`src/rtl/dm_access_arbiter.sv`:
```
// Data-memory access arbiter between the CPU MEM stage and an external port.
// Define DM_ARB_ALIGN_CHK_EN to suppress misaligned writes and pulse err.
module dm_access_arbiter #(
  parameter int unsigned MEM_LAT    = 2,
  parameter int unsigned STARVE_LIM = 4
) (
  input  logic        clk,
  input  logic        rst_n,
  input  logic        cpu_req,
  input  logic        cpu_we,
  input  logic [31:0] cpu_addr,
  input  logic [31:0] cpu_wd,
  input  logic [3:0]  cpu_be,
  output logic [31:0] cpu_rd,
  output logic        cpu_done,
  output logic        cpu_stall,
  input  logic        ext_req,
  input  logic        ext_we,
  input  logic [31:0] ext_addr,
  input  logic [31:0] ext_wd,
  input  logic [3:0]  ext_be,
  output logic [31:0] ext_rd,
  output logic        ext_ack,
  output logic        mem_en,
  output logic        mem_we,
  output logic [31:0] mem_addr,
  output logic [31:0] mem_wd,
  output logic [3:0]  mem_be,
  input  logic [31:0] mem_rd,
  output logic        err
);

  // state   | meaning
  // IDLE    | arbitrate and latch the winner's request
  // CPU_ACC | memory cycles on behalf of the CPU port
  // EXT_ACC | memory cycles on behalf of the external port
  typedef enum logic [1:0] {IDLE, CPU_ACC, EXT_ACC} state_t;

  localparam logic [3:0] LAT_M1 = 4'(MEM_LAT - 1);
  localparam logic [3:0] STARVE = 4'(STARVE_LIM);

  state_t      state, state_nxt;
  logic [3:0]  cnt, cnt_nxt;
  logic [3:0]  wait_cnt, wait_nxt;
  logic        we_q;
  logic [31:0] addr_q, wd_q;
  logic [3:0]  be_q;
  logic        grant_ext, grant_cpu, final_cyc, wr_block;
  logic        sel_we;
  logic [31:0] sel_addr, sel_wd;
  logic [3:0]  sel_be;

  assign grant_ext = ext_req & (~cpu_req | (wait_cnt == STARVE));
  assign grant_cpu = cpu_req & ~grant_ext;
  assign final_cyc = (state != IDLE) && (cnt == 4'd0);

  assign sel_we   = grant_ext ? ext_we   : cpu_we;
  assign sel_addr = grant_ext ? ext_addr : cpu_addr;
  assign sel_wd   = grant_ext ? ext_wd   : cpu_wd;
  assign sel_be   = grant_ext ? ext_be   : cpu_be;

  // Memory is word addressed; the byte offset only matters to the alignment check.
  assign mem_addr  = addr_q & 32'hFFFF_FFFC;
  assign mem_wd    = wd_q;
  assign mem_be    = be_q;
  assign cpu_rd    = mem_rd;
  assign ext_rd    = mem_rd;
  assign cpu_stall = cpu_req & ~cpu_done;

`ifdef DM_ARB_ALIGN_CHK_EN
  logic mis_q;
  logic sel_mis;

  assign sel_mis = ((sel_be == 4'b1111) && (sel_addr[1:0] != 2'b00)) ||
                   (((sel_be == 4'b0011) || (sel_be == 4'b1100)) && sel_addr[0]);

  always_ff @(posedge clk or negedge rst_n) begin
    if (!rst_n) begin
      mis_q <= 1'b0;
    end else if ((state == IDLE) && (grant_cpu || grant_ext)) begin
      mis_q <= sel_mis;
    end
  end

  assign wr_block = mis_q;
  assign err      = final_cyc & mis_q;
`else
  assign wr_block = 1'b0;
  assign err      = 1'b0;
`endif

  always_ff @(posedge clk or negedge rst_n) begin
    if (!rst_n) begin
      state    <= IDLE;
      cnt      <= 4'd0;
      wait_cnt <= 4'd0;
      we_q     <= 1'b0;
      addr_q   <= 32'd0;
      wd_q     <= 32'd0;
      be_q     <= 4'd0;
    end else begin
      state    <= state_nxt;
      cnt      <= cnt_nxt;
      wait_cnt <= wait_nxt;
      if ((state == IDLE) && (grant_cpu || grant_ext)) begin
        we_q   <= sel_we;
        addr_q <= sel_addr;
        wd_q   <= sel_wd;
        be_q   <= sel_be;
      end
    end
  end

  always_comb begin
    state_nxt = state;
    cnt_nxt   = cnt;
    wait_nxt  = wait_cnt;
    mem_en    = 1'b0;
    mem_we    = 1'b0;
    cpu_done  = 1'b0;
    ext_ack   = 1'b0;
    case (state)
      IDLE: begin
        if (grant_ext) begin
          state_nxt = EXT_ACC;
          cnt_nxt   = LAT_M1;
          wait_nxt  = 4'd0;
        end else if (grant_cpu) begin
          state_nxt = CPU_ACC;
          cnt_nxt   = LAT_M1;
          if (ext_req && (wait_cnt != STARVE)) begin
            wait_nxt = wait_cnt + 4'd1;
          end
        end
      end
      CPU_ACC, EXT_ACC: begin
        mem_en = 1'b1;
        if (cnt == 4'd0) begin
          mem_we    = we_q & ~wr_block;
          cpu_done  = (state == CPU_ACC);
          ext_ack   = (state == EXT_ACC);
          state_nxt = IDLE;
        end else begin
          cnt_nxt = cnt - 4'd1;
        end
      end
      default: state_nxt = IDLE;
    endcase
    // A withdrawn external request forfeits any accumulated priority.
    if (!ext_req) begin
      wait_nxt = 4'd0;
    end
  end

endmodule

```
`config.mk`:
```
export PLATFORM = sky130hd
export DESIGN_NAME = dm_access_arbiter
export DESIGN_NICKNAME = d
export VERILOG_FILES = /design/src/rtl/dm_access_arbiter.sv
export SDC_FILE = /design/constraint.sdc
export NUM_CORES = 1
export LEC_CHECK = 0
export ABC_AREA = 1
export BUFFER_PORTS_ARGS = -buffer_cell sky130_fd_sc_hd__buf_4
export CAP_MARGIN = 20
export CORE_AREA = 2 2 120 122
export DETAILED_ROUTE_END_ITERATION = 16
export DIE_AREA = 0 0 122 124
export PLACE_DENSITY = 0.72
export SLEW_MARGIN = 20
export SYNTH_ARGS = -nofsm -noshare
export SYNTH_HDL_FRONTEND = slang
export SYNTH_SLANG_ARGS = --single-unit
```
`constraint.sdc`:
```
create_clock -name clk -period 1.6 [get_ports clk]
set_clock_uncertainty 0.1 [all_clocks]
set_input_delay 0.24 -clock clk [delete_from_list [all_inputs] [get_ports clk]]
set_output_delay 0.24 -clock clk [all_outputs]
set_load 0.01 [all_outputs]
```
## After elaboration in Yosys (flattened, before gate mapping)

Index checks and enable logic that the tools add are counted.

- Add/sub/neg operators: 2
- Eq/ne operators: 10
- Mux-type cells: 24
- Bitwise logic cells: 7
- Reduce and logical (&&, ||, !) cells: 10

Operators with widths:

| cell | count |
|---|---|
| 32-bit 2-to-1 mux | 2 |
| 4-bit 2-to-1 mux | 9 |
| 1-bit 2-to-1 mux | 8 |
| 4-bit case mux with 2 select lines | 1 |
| 2-bit 2-to-1 mux | 3 |
| 3-bit by 1-bit inequality test with 1-bit output, second input constant | 2 |
| 3-bit AND reduction | 2 |
| 4-bit by 1-bit adder with 4-bit output, second input constant | 1 |
| 4-bit by 3-bit equality test with 1-bit output, second input constant | 1 |
| 4-bit zero test | 1 |
| 2-bit inequality test, second input constant | 2 |
| 4-bit by 3-bit inequality test with 1-bit output, second input constant | 1 |
| 2-bit case mux with 2 select lines | 1 |
| 4-bit by 1-bit subtractor with 4-bit output, second input constant | 1 |
| 1-bit bitwise AND | 3 |
| 3-bit inequality test, second input constant | 1 |
| 1-bit inverter | 3 |
| 2-bit by 1-bit equality test with 1-bit output, second input constant | 1 |
| 2-bit equality test, second input constant | 1 |
| 1-bit logical AND | 2 |
| 2-bit zero test | 1 |
| 2-bit by 1-bit inequality test with 1-bit output, second input constant | 1 |
| 2-bit AND reduction | 1 |
| 2-bit nonzero test | 1 |
| other kinds (3) | 3 |

- Flip-flop bits (word level): 79
- Input port bits: 174

## Longest topological paths before layout

- Depth after elaboration: 9
- Mapped depth: 10
- Depth with buffers taken out: 8

## Worst setup path after synthesis

OpenSTA, ideal clock, no wires.

- Path type: reg-to-reg
- From: register state[0]
- To: register cnt[3]
- Arrival: 1362 ps
- Data required time: 1368 ps
- Path slack: 7 ps
- Stages on the path, launching flop included: 6
- Cells stage by stage: dfrtp_1 -> inv_1 -> ha_1 -> or2_2 -> nand3_1 -> o21ai_0

- Longest elaborated chain between the ends: 4
- Elaborated cells on any way between the ends: 9
- Those cells by class: 4 x eq/ne; 1 x mux; 4 x reduce/logical

RTL lines:

| element | RTL line | source |
|---|---|---|
| from (decl) | 42 | `state_t state, state_nxt;` |
| from (signal assigned) | 102 | `state <= state_nxt;` |
| 2-bit by 1-bit equality test with 1-bit output or 2-bit equality test (tied branches) | 122 | `case (state)` |
| 2-bit OR reduction | 122 |  |
| 2-bit inequality test (no source line) or 2-bit nonzero test (tied branches) | -- |  |
| 3-bit AND reduction (no source line) | -- |  |
| to (signal assigned) | 103 | `cnt <= cnt_nxt;` |
| to (decl) | 43 | `logic [3:0] cnt, cnt_nxt;` |

Parallel ways exist; a longest one is shown, timed or not.
A chain may end at the register's enable or synchronous reset.

## Worst setup path in the final report

- From: register state[1]
- To: output port cpu_stall

- Longest elaborated chain between the ends: 5
- Elaborated cells on any way between the ends: 7
- Those cells by class: 2 x eq/ne; 2 x mux; 2 x bitwise; 1 x reduce/logical

RTL lines:

| element | RTL line | source |
|---|---|---|
| 2-bit by 1-bit equality test with 1-bit output or 2-bit equality test (tied branches) | 122, 140 |  |
| 1-bit 2-to-1 mux or 2-bit OR reduction (tied branches) | 138, 122 |  |
| 1-bit 2-to-1 mux (*) | 122 |  |
| 1-bit inverter (*) | 68 | `assign cpu_stall = cpu_req & ~cpu_done;` |
| 1-bit bitwise AND (*) | 68 |  |
| to (decl) | 16 | `output logic cpu_stall,` |

Every way passes the cells marked *; elsewhere a longest branch is shown, timed or not.

==> results.yml <==
timing:
  grt_setup_unrepaired: "true"
  final_hold_viol_count: 0
  tns_ns: -4.463
  fin_crit_sh_pct: 110.5
  fin_crit_ns: 1.768
  finalSetupViolCount: 76
  fin_ws_ns: -0.1684
  slew_viol_final: 0
  max_freq_mhz: 565.5
placement:
  pre_cts_slack_ns: -0.08832
  portBuffers: 208
  dp_cells: 1039
  gp_congestion: 0.7334
  dp_hpwl_mm: 9.323
critical_path:
  ff2ff_setup_slack_ns: -0.12
  crit_chain: "inv_2 > ha_4 > nand3_4 > o21ai_2 > inv_1 > buf_6"
  crit_type: "reg -> out"
  r2r-start: "state[0]"
  r2r-end: "addr_q[3]"
  cp_slowest_stage_delay_ns: 0.36
  worstPathArrival_ns: 1.43
  ff2ff_path_depth: 9
  worstPathRequired_ns: 1.26
  cp-start-kind: "register"
  cp_max_fo: 5
  cp_slowest_cell: "dfrtp_1"
  critPathTopFamily: "flip-flops"
  path_buf_inv: 3
  end_kind: "output pin"
logic_synthesis:
  synth_cell_types: 23
  synthFlopType: "dfrtp_1"
  synth_seq_area_share_pct: 38.84
  synthMuxAreaShare_pct: 0
  synth-xor-area-share_pct: 0.5296
  synth_area_leaders: "dfrtp_1 39%, nand2_1 17%, nand3_1 14%"
  synth_largest_area_cell: "dfrtp_1"
  syn_area_sq_mm: 0.004961
  ys_seq_elements: 77
  synthCells: 728
  synth_warnings: 0
  synth_edf_count: 0
  synth_top_area_share_pct: 38.84
  synth_top_family_by_area: "simple AND/OR/NAND/NOR gates"
  synthArstFlopShare_pct: 100.0
  synthAdderAreaFrac_pct: 1.765
  synth-compound-area-share_pct: 1.665
  yosys.area_share.simple_pct: 31.68
  avgSynthCellArea_sq_um: 6.815
die:
  rows: 43
  core_sq_mm: 0.01372
  die_w_um: 122
  dieArea_sq_mm: 0.01513
  start_util_pct: 36.16
  die_y_um: 124
  ios: 312
route:
  first_iter_violations: 207
  first_pass_iters: 4
  vias: 5021
  vias_per_cell: 4.619
  drc: 0
  drtAntennaViolNets: 0
  wire_per_inst_um: 15.95
  wl_mm: 17.34
cts:
  cts.clk_slew.worst_paths_ns: 0.06
  clockBufferDepth: 2
  cts.sinks: 77
  cts_tree: "done"
  cts_buffers: 9
  clock_latency_ns: 0.33
  cts-root-buf: "clkbuf_16"
  cts.htree.levels: 3
outcome:
  status: "complete, but fails checks"
  violations: "setup timing"
final_layout:
  layout.cells.non_filler: 1087
  antenna-diode-count: 0
  drive_above_1_share_pct: 49.06
  nets: 1083
  syn2layout_area_growth_pct: 63.93
  final_common_cell: "buf_4"
  most-common-layout-cells: "220 x buf_4, 146 x inv_1, 112 x nand3_1"
pwr:
  netSwitchingFraction_pct: 40.55
  p_sw_mw: 5.584
  internal-power_mw: 8.188
  p_leak_nw: 4.651
  pwr-share-comb_pct: 56.7
  power_mw: 13.77
  max-vdd-ir-drop_mv: 0.8410
  power_frac_clock_pct: 16.1
  pwr-share-seq_pct: 27.2
  powerDensity_mw_per_mm2: 1693
hold_path:
  hold_path_startpoint: "cpu_addr[11]"
  worstHoldPathType: "in -> reg"
  hold_depth: 5
  hold_path_end: "addr_q[11]"
global_route:
  antenna_found_initial: 0
  grt_pass1_vias: 4479
  grt_overflow_total: 0
  grt_first_pass_wirelength_mm: 21.84
  grtUsageTotal_pct: 18.69
  grt_max_degree: 78
job:
  drv_cap: 0
==> flip-flops by register name, indices dropped and copies added, names as in the netlist <==
register and flops:
we_q 1, state 2, addr_q 30, cnt 4, mem_wd 32, mem_be 4
wait_cnt 4
==> per-stage QoR <==
step	area [sq um]	util [%]	hold slack, ns
2_1_floorplan	4969	-	-0.1556
3_3_place_gp	6339	46.20	0.2030
3_5_place_dp	6339	46.20	0.2037
4_1_cts	6872	50.09	0.08385
5_1_grt	8133	59.28	0.1045
6_report	8133	59.28	0.09989
==> metal layers <==
| metal | GRT usage, % | up-vias | routed length [um] |
|---|---|---|---|
| met2 | 31.49 | 195 | 8257 |
| met1 | 22.57 | 2324 | 7343 |
| met3 | 4.853 | 43 | 1238 |
| li1 | - | 2459 | - |
| met4 | 8.190 | 0 | 497 |
| met5 | 0 | - | 0 |
==> logic make-up (layout without fill, tap and decap cells) <==
kind of cell | after synthesis | count (layout)
fa+ha+maj | 7 | 7
buf+inv | 257 | 433
xor+xnor | 3 | 3
flops | 77 | 77
compound gates | 14 | 14
simple gates | 369 | 370
other cells | 1 | 3
==> worst reg2reg max path, stage by stage, from the launching register on <==
cell,delay (ns)
dfrtp_1,0.39
inv_2,0.09
ha_4,0.17
inv_4,0.05
a21oi_4,0.22
clkinv_4,0.11
buf_12,0.17
clkbuf_16,0.20
nand2_2,0.07
nand2_1,0.05
==> final cells by class <==
type,count,area (sq um)
multi-input combinational,397,2541
fill,1245,5587
inverter,154,585.6
sequential,77,1927
clock buffer,10,239.0
clock inverter,6,86.33
tap,180,225.2
timing repair buffer,263,2529
==> cell usage after synthesis, drive strengths merged, types with 2 or more instances <==
library cell  instances
ha                    7
a21oi                 2
nor2                  5
dfrtp                77
inv                 154
nand3               141
nand2               221
xor2                  2
clkbuf               11
buf                  92
o21ai                11
==> power groups by stage <==
stage	clock network (mW)	logic, mW	registers, mW
floorplan	0	2.51	3.81
global placement	0	5.29	3.45
detailed placement	0	5.40	3.44
CTS	2.28	5.65	3.46
global route	2.37	8.44	3.86
finish	2.22	7.81	3.74
==> worst max path at each step <==
| stage | startpoint | to | slack [ns] | cells after the start |
|---|---|---|---|---|
| after floorplan | state[0] | cnt[3] | 0.007 | 5 |
| after global placement | state[0] | cpu_stall | -0.03 | 6 |
| after detailed placement | state[0] | state[1] | -0.09 | 7 |
| after CTS | state[1] | cpu_stall | -0.21 | 6 |
| after global routing | state[1] | cpu_stall | -0.26 | 6 |
| final | state[1] | cpu_stall | -0.17 | 6 |
==> timing repair <==
item,in CTS,in global routing
setup endpoints to repair,76,79
hold endpoints to repair,77,0
hold buffers,1,0
buffers inserted,4,5
pin swaps,4,72
cloned,2,20
gates resized for setup,21,224
(Power assumes the default switching activity.)
